**src/rtl/input_conditioner.sv**
```systemverilog
// Conditions raw KEY/SW inputs: 2-flop synchronizer plus per-bit debounce, level and pulse outputs.
// Optional key auto-repeat is built when INPUT_CONDITIONER_AUTO_REPEAT_EN is defined.
module input_conditioner #(
   parameter int N_KEYS          = 2,
   parameter int N_SW            = 10,
   parameter int DEBOUNCE_CYCLES = 250000,
   parameter int REPEAT_DELAY    = 25000000,
   parameter int REPEAT_PERIOD   = 5000000
) (
   input  logic              CLOCK_50,
   input  logic              RESETn,
   input  logic [N_KEYS-1:0] KEY,
   input  logic [N_SW-1:0]   SW,
   output logic [N_KEYS-1:0] KEY_DOWN,
   output logic [N_KEYS-1:0] KEY_PRESS,
   output logic [N_KEYS-1:0] KEY_RELEASE,
   output logic [N_SW-1:0]   SW_STABLE,
   output logic [N_SW-1:0]   SW_CHANGE
);

   localparam int NB = N_KEYS + N_SW;
   localparam int CW = $clog2(DEBOUNCE_CYCLES);
   localparam logic [CW-1:0] DB_TC = CW'(DEBOUNCE_CYCLES - 1);
   // Keys are active-low, so their idle (released) level is 1.
   localparam logic [NB-1:0] IDLE_LVL = {{N_SW{1'b0}}, {N_KEYS{1'b1}}};

   if (DEBOUNCE_CYCLES < 2 || DEBOUNCE_CYCLES > 16777215 ||
       REPEAT_DELAY < 1 || REPEAT_PERIOD < 1) begin : g_bad_param
      $error("input_conditioner: timing parameter out of range");
   end

   logic [NB-1:0]     w_raw;
   logic [NB-1:0]     r_meta;
   logic [NB-1:0]     r_sync;
   logic [NB-1:0]     r_st;
   logic [NB-1:0]     w_evt;
   logic [CW-1:0]     r_cnt [NB];
   logic [N_KEYS-1:0] w_key_st;
   logic [N_KEYS-1:0] w_press;
   logic [N_KEYS-1:0] w_release;
   logic [N_KEYS-1:0] w_rpt;
   logic [N_KEYS-1:0] r_key_press;
   logic [N_KEYS-1:0] r_key_release;
   logic [N_SW-1:0]   r_sw_change;

   assign w_raw = {SW, KEY};

   always_ff @(posedge CLOCK_50 or negedge RESETn) begin
      if (!RESETn) begin
         r_meta <= IDLE_LVL;
         r_sync <= IDLE_LVL;
      end else begin
         r_meta <= w_raw;
         r_sync <= r_meta;
      end
   end

   always_comb begin
      w_evt = '0;
      for (int i = 0; i < NB; i++) begin
         w_evt[i] = (r_sync[i] != r_st[i]) && (r_cnt[i] == DB_TC);
      end
   end

   always_ff @(posedge CLOCK_50 or negedge RESETn) begin
      if (!RESETn) begin
         r_st <= IDLE_LVL;
         for (int i = 0; i < NB; i++) begin
            r_cnt[i] <= '0;
         end
      end else begin
         for (int i = 0; i < NB; i++) begin
            if (r_sync[i] == r_st[i]) begin
               r_cnt[i] <= '0;
            end else if (w_evt[i]) begin
               r_st[i]  <= r_sync[i];
               r_cnt[i] <= '0;
            end else begin
               r_cnt[i] <= r_cnt[i] + CW'(1);
            end
         end
      end
   end

   assign w_key_st  = r_st[N_KEYS-1:0];
   assign w_press   = w_evt[N_KEYS-1:0] & w_key_st;
   assign w_release = w_evt[N_KEYS-1:0] & ~w_key_st;

`ifdef INPUT_CONDITIONER_AUTO_REPEAT_EN
   // state    | meaning
   // S_IDLE   | key released, no repeat pending
   // S_DELAY  | key held, counting toward first repeat
   // S_REPEAT | key held, repeating every REPEAT_PERIOD
   typedef enum logic [1:0] {S_IDLE, S_DELAY, S_REPEAT} rpt_state_t;

   localparam int RMAX = (REPEAT_DELAY > REPEAT_PERIOD) ? REPEAT_DELAY : REPEAT_PERIOD;
   localparam int RCW  = (RMAX < 2) ? 1 : $clog2(RMAX);
   localparam logic [RCW-1:0] RD_TC = RCW'(REPEAT_DELAY - 1);
   localparam logic [RCW-1:0] RP_TC = RCW'(REPEAT_PERIOD - 1);

   rpt_state_t     r_state    [N_KEYS];
   rpt_state_t     w_state_nxt[N_KEYS];
   logic [RCW-1:0] r_rcnt     [N_KEYS];
   logic [RCW-1:0] w_rcnt_nxt [N_KEYS];

   always_ff @(posedge CLOCK_50 or negedge RESETn) begin
      if (!RESETn) begin
         for (int k = 0; k < N_KEYS; k++) begin
            r_state[k] <= S_IDLE;
            r_rcnt[k]  <= '0;
         end
      end else begin
         for (int k = 0; k < N_KEYS; k++) begin
            r_state[k] <= w_state_nxt[k];
            r_rcnt[k]  <= w_rcnt_nxt[k];
         end
      end
   end

   always_comb begin
      w_rpt = '0;
      for (int k = 0; k < N_KEYS; k++) begin
         w_state_nxt[k] = r_state[k];
         w_rcnt_nxt[k]  = r_rcnt[k];
         // A release wins over any repeat due in the same cycle.
         if (w_release[k]) begin
            w_state_nxt[k] = S_IDLE;
            w_rcnt_nxt[k]  = '0;
         end else begin
            case (r_state[k])
               S_IDLE: begin
                  if (w_press[k]) begin
                     w_state_nxt[k] = S_DELAY;
                     w_rcnt_nxt[k]  = '0;
                  end
               end
               S_DELAY: begin
                  if (r_rcnt[k] == RD_TC) begin
                     w_state_nxt[k] = S_REPEAT;
                     w_rcnt_nxt[k]  = '0;
                     w_rpt[k]       = 1'b1;
                  end else begin
                     w_rcnt_nxt[k] = r_rcnt[k] + RCW'(1);
                  end
               end
               S_REPEAT: begin
                  if (r_rcnt[k] == RP_TC) begin
                     w_rcnt_nxt[k] = '0;
                     w_rpt[k]      = 1'b1;
                  end else begin
                     w_rcnt_nxt[k] = r_rcnt[k] + RCW'(1);
                  end
               end
               default: begin
                  w_state_nxt[k] = S_IDLE;
                  w_rcnt_nxt[k]  = '0;
               end
            endcase
         end
      end
   end
`else
   assign w_rpt = '0;
`endif

   always_ff @(posedge CLOCK_50 or negedge RESETn) begin
      if (!RESETn) begin
         r_key_press   <= '0;
         r_key_release <= '0;
         r_sw_change   <= '0;
      end else begin
         r_key_press   <= w_press | (w_rpt & ~w_release);
         r_key_release <= w_release;
         r_sw_change   <= w_evt[NB-1:N_KEYS];
      end
   end

   assign KEY_DOWN    = ~w_key_st;
   assign KEY_PRESS   = r_key_press;
   assign KEY_RELEASE = r_key_release;
   assign SW_STABLE   = r_st[NB-1:N_KEYS];
   assign SW_CHANGE   = r_sw_change;

endmodule
```
**config.mk**
```make
export PLATFORM = sky130hd
export DESIGN_NAME = input_conditioner
export DESIGN_NICKNAME = d
export VERILOG_FILES = /design/src/rtl/input_conditioner.sv
export SDC_FILE = /design/constraint.sdc
export NUM_CORES = 1
export LEC_CHECK = 0
export BUFFER_PORTS_ARGS = -buffer_cell sky130_fd_sc_hd__buf_2
export CORE_MARGIN = 10
export CORE_UTILIZATION = 30
export CTS_CLUSTER_DIAMETER = 50
export DETAILED_ROUTE_END_ITERATION = 6
export HOLD_SLACK_MARGIN = 0.15
export PLACE_DENSITY = 0.45
export SETUP_SLACK_MARGIN = 0.3
export SLEW_MARGIN = 20
export SYNTH_ARGS = -nofsm -noshare
export SYNTH_HDL_FRONTEND = slang
export SYNTH_SLANG_ARGS = --single-unit
```
**constraint.sdc**
```tcl
create_clock -name CLOCK_50 -period 3.9 [get_ports CLOCK_50]
set_input_delay 0.39 -clock CLOCK_50 [delete_from_list [all_inputs] [get_ports CLOCK_50]]
set_output_delay 0.39 -clock CLOCK_50 [all_outputs]
set_load 0.02 [all_outputs]
```
======== After elaboration in Yosys (flattened, before gate mapping) ========
Cells that the tools add are included.
cells by class
  add/sub/neg operators ................... 12
  equal/unequal tests ..................... 36
  multiplexer cells ....................... 24
  bitwise logic cells ..................... 15
  reduce and logical (&&, ||, !) cells .... 24
operator list
  cell                                                              count
  18-bit 2-to-1 mux                                                 24
  18-bit by 1-bit adder with 18-bit output (second input constant)  12
  18-bit equality test (second input constant)                      12
  2-bit AND reduction                                               12
  1-bit equality test                                               12
  1-bit logical AND                                                 12
  1-bit inequality test                                             12
  1-bit NOT                                                         12
  2-bit bitwise AND                                                 2
  2-bit NOT                                                         1
word-level totals
  bits in registers ....................... 266
  input port bits ......................... 14
  output and inout bits ................... 26
  word-level logic and storage cells ...... 140

======== Logic depth before layout (Yosys ltp) ========
Gate-level depths: netlist of the first run.
  depth in word-level cells ............... 4
  gate-level depth with buffers ........... 6

======== Worst setup path after synthesis of the first run ========
OpenSTA, ideal clock, no wires.
  path kind ............................... register to register
  start point ............................. reg r_cnt[166] in the netlist's numbering
  end point ............................... reg r_st[2]
  library setup time ...................... 0.125 ns
  arrival ................................. 1.757 ns
  required time ........................... 3.775 ns
  setup slack ............................. 2.018 ns
  cell stages (with the launch flop) ...... 4
  clock period less this slack ............ 1.882 ns
  path through ............................ dfrtp_1 -> or4_4 -> or4_4 -> mux2_4
on the way
  cells in the longest elaborated chain, start to end .. 3
RTL lines
  what                                  line  source
  from (decl)                           37    logic [CW-1:0] r_cnt [NB];
  from (signal, indexed assignment)     79    r_cnt[i] <= r_cnt[i] + CW'(1);
  18-bit equality test                  61    w_evt[i] = (r_sync[i] != r_st[i]) && (r_cnt[i] == DB_TC);
  1-bit logical AND                     61
  2-bit AND reduction (no source line)  -
  to (signal, indexed assignment)       76    r_st[i] <= r_sync[i];
  to (decl)                             35    logic [NB-1:0] r_st;
No other way between the ends.
A chain may end at the register's enable or synchronous reset.

======== Final worst setup path of the first run ========
  start point ............................. reg r_cnt[198] in the netlist's numbering
  end point ............................... reg r_cnt[214] in the netlist's numbering
on the way
  cells in the longest elaborated chain, start to end .. 4
  elaborated cells on any way between the ends .. 5
RTL lines
  what                                                                              line  source
  branches (longest 2 deep; another with 18-bit by 1-bit adder with 18-bit output)  -
  18-bit 2-to-1 mux *                                                               75    end else if (w_evt[i]) begin
  18-bit 2-to-1 mux *                                                               73    if (r_sync[i] == r_st[i]) begin
Every way passes the cells marked *.

==> results of run 1 <==
==> path summary, 6_finish.rpt <==
check / to / depth (start not counted) / from
worst max-delay path: r_cnt[214]$_DFF_PN0_ / 5 / r_cnt[198]$_DFF_PN0_
worst min-delay path: r_sync[9]$_DFF_PN0_ / 0 / r_meta[9]$_DFF_PN0_
worst max register to register: r_cnt[214]$_DFF_PN0_ / 5 / r_cnt[198]$_DFF_PN0_
worst min register to register: r_sync[9]$_DFF_PN0_ / 0 / r_meta[9]$_DFF_PN0_
max in group asynchronous: r_cnt[130]$_DFF_PN0_ / 3 / RESETn
min in group asynchronous: r_meta[7]$_DFF_PN0_ / 2 / RESETn
==> per-layer routing <==
| layer | global-route usage | vias up |
|---|---|---|
| met5 | 0 | - |
| met4 | 0.0447 | 0 |
| met3 | 0.0229 | 45 |
| met2 | 0.159 | 95 |
| met1 | 0.140 | 4282 |
| li1 | - | 4419 |
==> registers in the layout (all words and copies together) (netlist names) <==
name / count
r_cnt: 216
r_meta: 12
r_st: 12
r_sync: 12
SW_CHANGE: 10
KEY_PRESS: 2
KEY_RELEASE: 2
==> stage by stage <==
stage / std cells / util
after global placement: 1768 / 0.325
after detailed placement: 1768 / 0.325
final: 1851 / 0.360
after floorplan: 1212 / -
after global routing: 1851 / 0.360
after CTS: 1851 / 0.360
==> synthesized netlist by cell type, drive strengths merged, types with 5 or more instances <==
| cell type | count | area (sq um) |
|---|---|---|
| dfrtp | 260 | 6510 |
| nor2 | 220 | 826 |
| xnor2 | 134 | 1170 |
| nand3 | 79 | 395 |
| nand4 | 62 | 443 |
| nand2 | 58 | 218 |
| nor4 | 58 | 363 |
| xor2 | 48 | 420 |
| nor3 | 43 | 215 |
| inv | 39 | 146 |
| a21oi | 21 | 105 |
| buf | 21 | 141 |
| or3 | 18 | 138 |
| or4 | 17 | 135 |
| o21ai | 15 | 97.6 |
| and3 | 14 | 90.1 |
| and4 | 12 | 106 |
| ha | 12 | 150 |
| mux2 | 11 | 128 |
| o41ai | 10 | 170 |
| nor2b | 9 | 56.3 |
| o31ai | 9 | 72.6 |
| or4b | 7 | 70.1 |
| dfstp | 6 | 158 |
| nor4b | 6 | 52.6 |
| clkbuf | 5 | 18.8 |
==> layout make-up <==
| type | instances | share of cell area |
|---|---|---|
| inverter | 39 | 0.00989 |
| sequential | 266 | 0.450 |
| timing repair buffer | 63 | 0.0299 |
| clock inverter | 15 | 0.0120 |
| clock buffer | 55 | 0.0762 |
| multi-input combinational | 881 | 0.377 |
| tap | 532 | 0.0450 |
==> power groups by stage <==
stage / clock (mW) / combinational, mW / sequential, mW
5_1_grt: 3.78 / 0.223 / 2.85
6_report: 3.53 / 0.190 / 2.85
2_1_floorplan: 0 / 0.0894 / 2.89
3_3_place_gp: 0 / 0.189 / 2.89
3_5_place_dp: 0 / 0.189 / 2.89
4_1_cts: 3.67 / 0.200 / 2.85
==> what timing repair did <==
item                                   4_1_cts  5_1_grt
hold buffers                                13        0
resized for setup                            0        0
endpoints found under the hold margin      106        0
==> cells by family (layout without fill, tap and decap cells) <==
kind of cell               Yosys count  after routing  share of synthesized area
AOI/OAI and AO/OA                   57             57                     0.0372
xor gates and xnor gates           182            182                      0.127
adders and majority gates           12             12                     0.0120
buffers and inverters               65            172                     0.0244
DFF                                266            266                      0.531
muxes                               13             13                     0.0118
and+or+nand+nor                    617            617                      0.256
==> Implementation_results.wiki, run 1 <==
{| class="wikitable"
! Metric !! Value
|-
| Count of final setup violators || 0
|-
| Overall power || 6.57 mW
|-
| Crit path DAT || 2.58 ns
|-
| Max Fanout on Critical Path || 10
|-
| Number of nets in the layout || 1,316
|-
| Leakage || 5.93 nW
|-
| Capturing element type of the critical path || flip-flop
|-
| Layout cells sized above 1 || 0.121
|-
| Clk pwr share || 0.538
|-
| Number of DRC violations after detailed-routing iteration 0 || 503
|-
| Post-Place Cell Area || 0.0134 sq mm
|-
| Measured slew at the worst slew-check pin || 0.942 ns
|-
| Final Wtd Congestion || 0.748
|-
| Final hold slack || 0.336 ns
|-
| Maximum level of the CTS H-tree || 2
|-
| TritonCTS clock tree || done
|-
| Gate power share || 0.029
|-
| Count of final hold-check violations || 0
|-
| Worst-skew pair later-pin latency || 0.54 ns
|-
| Die Footprint || 0.0504 sq mm
|-
| Die extent in x || 224 um
|-
| Filler cell count in the final layout || 4,198
|-
| Layout overhead on the synthesized area || 18.0%
|-
| Pre-CTS setup slack || 1.72 ns
|-
| Number of buffers added by the clock tree synthesis step || 39
|-
| Antenna violations before repair || 0
|-
| Sequential fraction of the synthesis area || 0.531
|-
| Achievable Freq || 0.462 GHz
|-
| Slowest cell on crit path || sky130_fd_sc_hd__o21ai_1
|-
| Met3 wire length || 977 um
|-
| Vias post-DR || 8,841
|-
| Post CTS Setup Buffer Count || 0
|-
| Area taken by flip-flops and latches || 0.00666 sq mm
|-
| Total of flip-flops plus latches after synthesis || 266
|-
| Top-level port count || 40
|-
| Primary FF master, synth || sky130_fd_sc_hd__dfrtp_1
|-
| Residual DRC count || 0
|-
| Fin area || 0.0148 sq mm
|-
| Number of standard-cell rows in the floorplan || 74
|-
| Hold Path Class || flip-flop to flip-flop
|-
| Detailed-route wire length || 25,300 um
|-
| Max VDD drop || 262 uV
|-
| Most common cell after layout, fill and taps aside || sky130_fd_sc_hd__dfrtp_1
|-
| Detail Route met2 WL || 11,100 um
|-
| Setup tns final || 0 ns
|-
| CP top delay family || compound AO/OA/AOI/OAI gates
|-
| M1 WL || 12,500 um
|-
| Switch share || 0.224
|-
| Setup ws final || 1.73 ns
|-
| Reported max-cap violation count || 0
|-
| Die height || 224 um
|-
| Chain of cells forming the critical path || ha_1 > nand4_1 > o21ai_1 > buf_4 > nor2_1
|-
| Syn avg cell area || 10.4 sq um
|-
| Total gr overflow || 0
|-
| Maximum root-to-sink buffer count || 3
|-
| Worst relative slew slack || 0.370
|-
| Switching power of the nets || 1.47 mW
|-
| Aggregate global-route resource usage || 0.104
|-
| Internal || 5.10 mW
|-
| Sequential group share of total power || 0.434
|-
| Net count of the mapped netlist || 1,238
|-
| Final antenna-violating net count || 0
|-
| Cells after synthesis || 1,212
|-
| Via density per instance || 4.78
|-
| Critical path required time || 4.32 ns
|-
| Multi-input logic area || 0.00558 sq mm
|-
| Top Metal Used || met4
|-
| Wire per inst || 13.7 um
|-
| Final count of pins violating max slew || 0
|-
| Clock-pin slew of the registers on the worst-case setup and hold paths || 0.06 ns
|-
| Drt first pass iters || 6
|-
| Number of global-route vias before repair || 9,082
|-
| Highest-count cells in the layout ignoring fill and taps || 260 x sky130_fd_sc_hd__dfrtp_1, 220 x sky130_fd_sc_hd__nor2_1, 134 x sky130_fd_sc_hd__xnor2_1
|-
| Sinks on the clock net || 266
|-
| Share of the cycle needed by the critical path after routing || 0.556
|-
| Unrepaired setup endpoints after global routing || no
|-
| Worst reg2reg setup slack || 1.73 ns
|-
| Critical path startpoint category || flip-flop
|-
| FFs w/ async S/R, synth || 1.00
|-
| Count of flip-flops with a built-in enable after synthesis || 0
|-
| Starting density of the core || 0.305
|-
| Slowest stage delay, CP || 0.70 ns
|-
| Period minus WS final || 2.17 ns
|-
| Number of library cell types mapped by synthesis || 50
|-
| Buf/Inv on CP || 1
|-
| Post-synth design cell area || 0.0125 sq mm
|-
| Run status || finished, final reports clean
|-
| Area of the core || 0.0411 sq mm
|-
| Warning count from the yosys run || 0
|-
| Post-DP HPWL || 16,200 um
|-
| Class of the most critical setup path || flip-flop to flip-flop
|-
| Final Skew || 0.0161 ns
|-
| Count of antenna diodes in the layout || 0
|-
| Power density relative to cell area || 443 mW/mm^2
|-
| Global-route wire length before repair || 44,600 um
|-
| Maximum number of pins on one net before global-route repair || 103
|-
| Master cell of the clock root buffer || sky130_fd_sc_hd__clkbuf_16
|-
| Number of port buffers || 39
|}
Note: power is estimated with default switching activity, not from simulation.
==> inputs of run 2 (changes only) <==
clock period = 2 ns   (was 3.9 ns; I/O delays follow)
==> run 2 against run 1 <==
Against the previous run: fmax up 21%; count of clock-buffer cells in the layout is the same; die area unchanged; non-clock buffer count is 134 higher; sequential power up 95%; flip-flop and latch count unchanged; power rose by 100%; global-route usage is 0.31 points higher; routed wire length rose by 6.9%; first-iteration DRC count shrank 13%; worst setup slack lost 1.5 ns; worst hold slack lost 0.038 ns; largest power group unchanged.
==> Implementation_results.wiki, run 2 (synthesis gave the netlist of run 1 again) <==
{| class="wikitable"
! Metric !! Value
|-
| Hold Path Class || input port to flip-flop
|-
| Most common cell after layout, fill and taps aside || sky130_fd_sc_hd__dfrtp_1
|-
| Unrepaired setup endpoints after global routing || yes
|-
| Maximum number of pins on one net before global-route repair || 57
|-
| Number of nets in the layout || 1,453
|-
| Period minus WS final || 1.79 ns
|-
| Final hold slack || 0.297 ns
|-
| Leakage || 6.69 nW
|-
| Max VDD drop || 448 uV
|-
| Die height || 224 um
|-
| Crit path DAT || 2.21 ns
|-
| Area of the core || 0.0411 sq mm
|-
| Post-Place Cell Area || 0.0140 sq mm
|-
| Utilization after layout || 0.410
|-
| Layout overhead on the synthesized area || 34.3%
|-
| Die Footprint || 0.0504 sq mm
|-
| Slowest cell on crit path || sky130_fd_sc_hd__or4_4
|-
| Count of final setup violators || 0
|-
| Share of the cycle needed by the critical path after routing || 0.896
|-
| Detailed-route wire length || 27,100 um
|-
| Master cell of the clock root buffer || sky130_fd_sc_hd__clkbuf_16
|-
| Final Skew || 0.0160 ns
|-
| Count of antenna diodes in the layout || 0
|-
| Wire per inst || 13.6 um
|-
| Drt first pass iters || 4
|-
| Count of final hold-check violations || 0
|-
| Highest-count cells in the layout ignoring fill and taps || 218 x sky130_fd_sc_hd__dfrtp_1, 166 x sky130_fd_sc_hd__nor2_1, 134 x sky130_fd_sc_hd__xnor2_1
|-
| Filler cell count in the final layout || 4,046
|-
| Layout cells sized above 1 || 0.322
|-
| Run status || finished, final reports clean
|-
| Sinks on the clock net || 266
|-
| TritonCTS clock tree || done
|-
| Post-DP HPWL || 17,300 um
|-
| Aggregate global-route resource usage || 0.107
|-
| Slowest stage delay, CP || 0.54 ns
|-
| Setup tns final || 0 ns
|-
| Power density relative to cell area || 793 mW/mm^2
|-
| Number of port buffers || 39
|-
| Maximum level of the CTS H-tree || 2
|-
| Max Fanout on Critical Path || 3
|-
| Register bank with the most flops || r_cnt
|-
| Final antenna-violating net count || 0
|-
| Class of the most critical setup path || flip-flop to flip-flop
|-
| Die extent in x || 224 um
|-
| Global-route wire length before repair || 46,200 um
|-
| Maximum root-to-sink buffer count || 3
|-
| Final Wtd Congestion || 0.764
|-
| Reported max-cap violation count || 0
|-
| Buf/Inv on CP || 0
|-
| Cell occurring most often along the worst timing path || sky130_fd_sc_hd__or4_4
|-
| Clock-pin slew of the registers on the worst-case setup and hold paths || 0.05 ns
|-
| Antenna violations before repair || 0
|-
| Achievable Freq || 0.558 GHz
|-
| CP top delay family || simple AND/OR/NAND/NOR gates
|-
| Number of buffers added by the clock tree synthesis step || 42
|-
| Capturing element type of the critical path || flip-flop
|-
| Top-level port count || 40
|-
| Worst relative slew slack || 0.720
|-
| Critical path required time || 2.42 ns
|-
| Final count of pins violating max slew || 0
|-
| Number of DRC violations after detailed-routing iteration 0 || 437
|-
| Vias post-DR || 9,478
|-
| Measured slew at the worst slew-check pin || 0.417 ns
|-
| Starting density of the core || 0.305
|-
| Critical path startpoint category || flip-flop
|-
| Total gr overflow || 0
|-
| Via density per instance || 4.76
|-
| Number of standard-cell rows in the floorplan || 74
|-
| Max reg flops || 216
|-
| Chain of cells forming the critical path || or4_4 > or4_4 > mux2_4
|-
| Fin area || 0.0168 sq mm
|-
| Worst-skew pair later-pin latency || 0.54 ns
|-
| Residual DRC count || 0
|-
| Number of global-route vias before repair || 9,387
|}
## run 2: repair_timing
| action | in CTS | in global routing |
|---|---|---|
| hold endpoints to repair | 250 | 0 |
| setup endpoints to repair | 86 | 219 |
| pin swaps | 10 | 92 |
| setup buffers | 23 | 48 |
| cloned | 0 | 5 |
| resized for setup | 34 | 186 |
| hold buffers | 14 | 0 |
## run 2: power breakdown
part	internal, mW	switching (mW)	total, mW
registers	5.48	0.0901	5.57
clock network	4.67	2.62	7.29
logic	0.209	0.291	0.499
total	10.4	3.00	13.4
## run 2: final timing paths
path                                           start                   end  slack, ns  depth (start not counted)
worst max register to register  r_cnt[167]$_DFF_PN0_   r_st[2]$_DFFE_PN0P_       0.21                          3
worst min register to register   r_meta[2]$_DFF_PN0_   r_sync[2]$_DFF_PN0_       0.34                          0
worst min-delay path                          KEY[1]   r_meta[1]$_DFF_PN1_       0.30                          2
worst max-delay path            r_cnt[167]$_DFF_PN0_   r_st[2]$_DFFE_PN0P_       0.21                          3
min in group asynchronous                     RESETn  r_cnt[172]$_DFF_PN0_       0.67                          3
max in group asynchronous                     RESETn   r_cnt[46]$_DFF_PN0_       0.56                          5
## run 2: layer usage
metal,vias up,wire length [um],global-route usage
met5,-,0,0
met4,0,592,0.0432
met3,42,1020,0.0237
met2,104,12700,0.170
met1,4637,12800,0.140
li1,4695,-,-
## run 2: cell type report
cell class / count / area (sq um) / area share
clock buffers: 55 / 1170 / 0.0695
multi-input cells: 881 / 6320 / 0.375
well taps: 532 / 666 / 0.0395
repair buffers: 197 / 1570 / 0.0932
inverters: 39 / 146 / 0.00869
flip-flops and latches: 266 / 6720 / 0.399
clock inverters: 21 / 248 / 0.0147
## run 2: per-stage QoR
stage	instances	setup slack [ns]	power, mW
2_1_floorplan	1212	0.166	5.81
3_3_place_gp	1825	0.152	6.07
3_5_place_dp	1825	0.143	6.07
4_1_cts	1938	0.204	13.6
5_1_grt	1991	0.135	14.0
6_report	1991	0.208	13.4
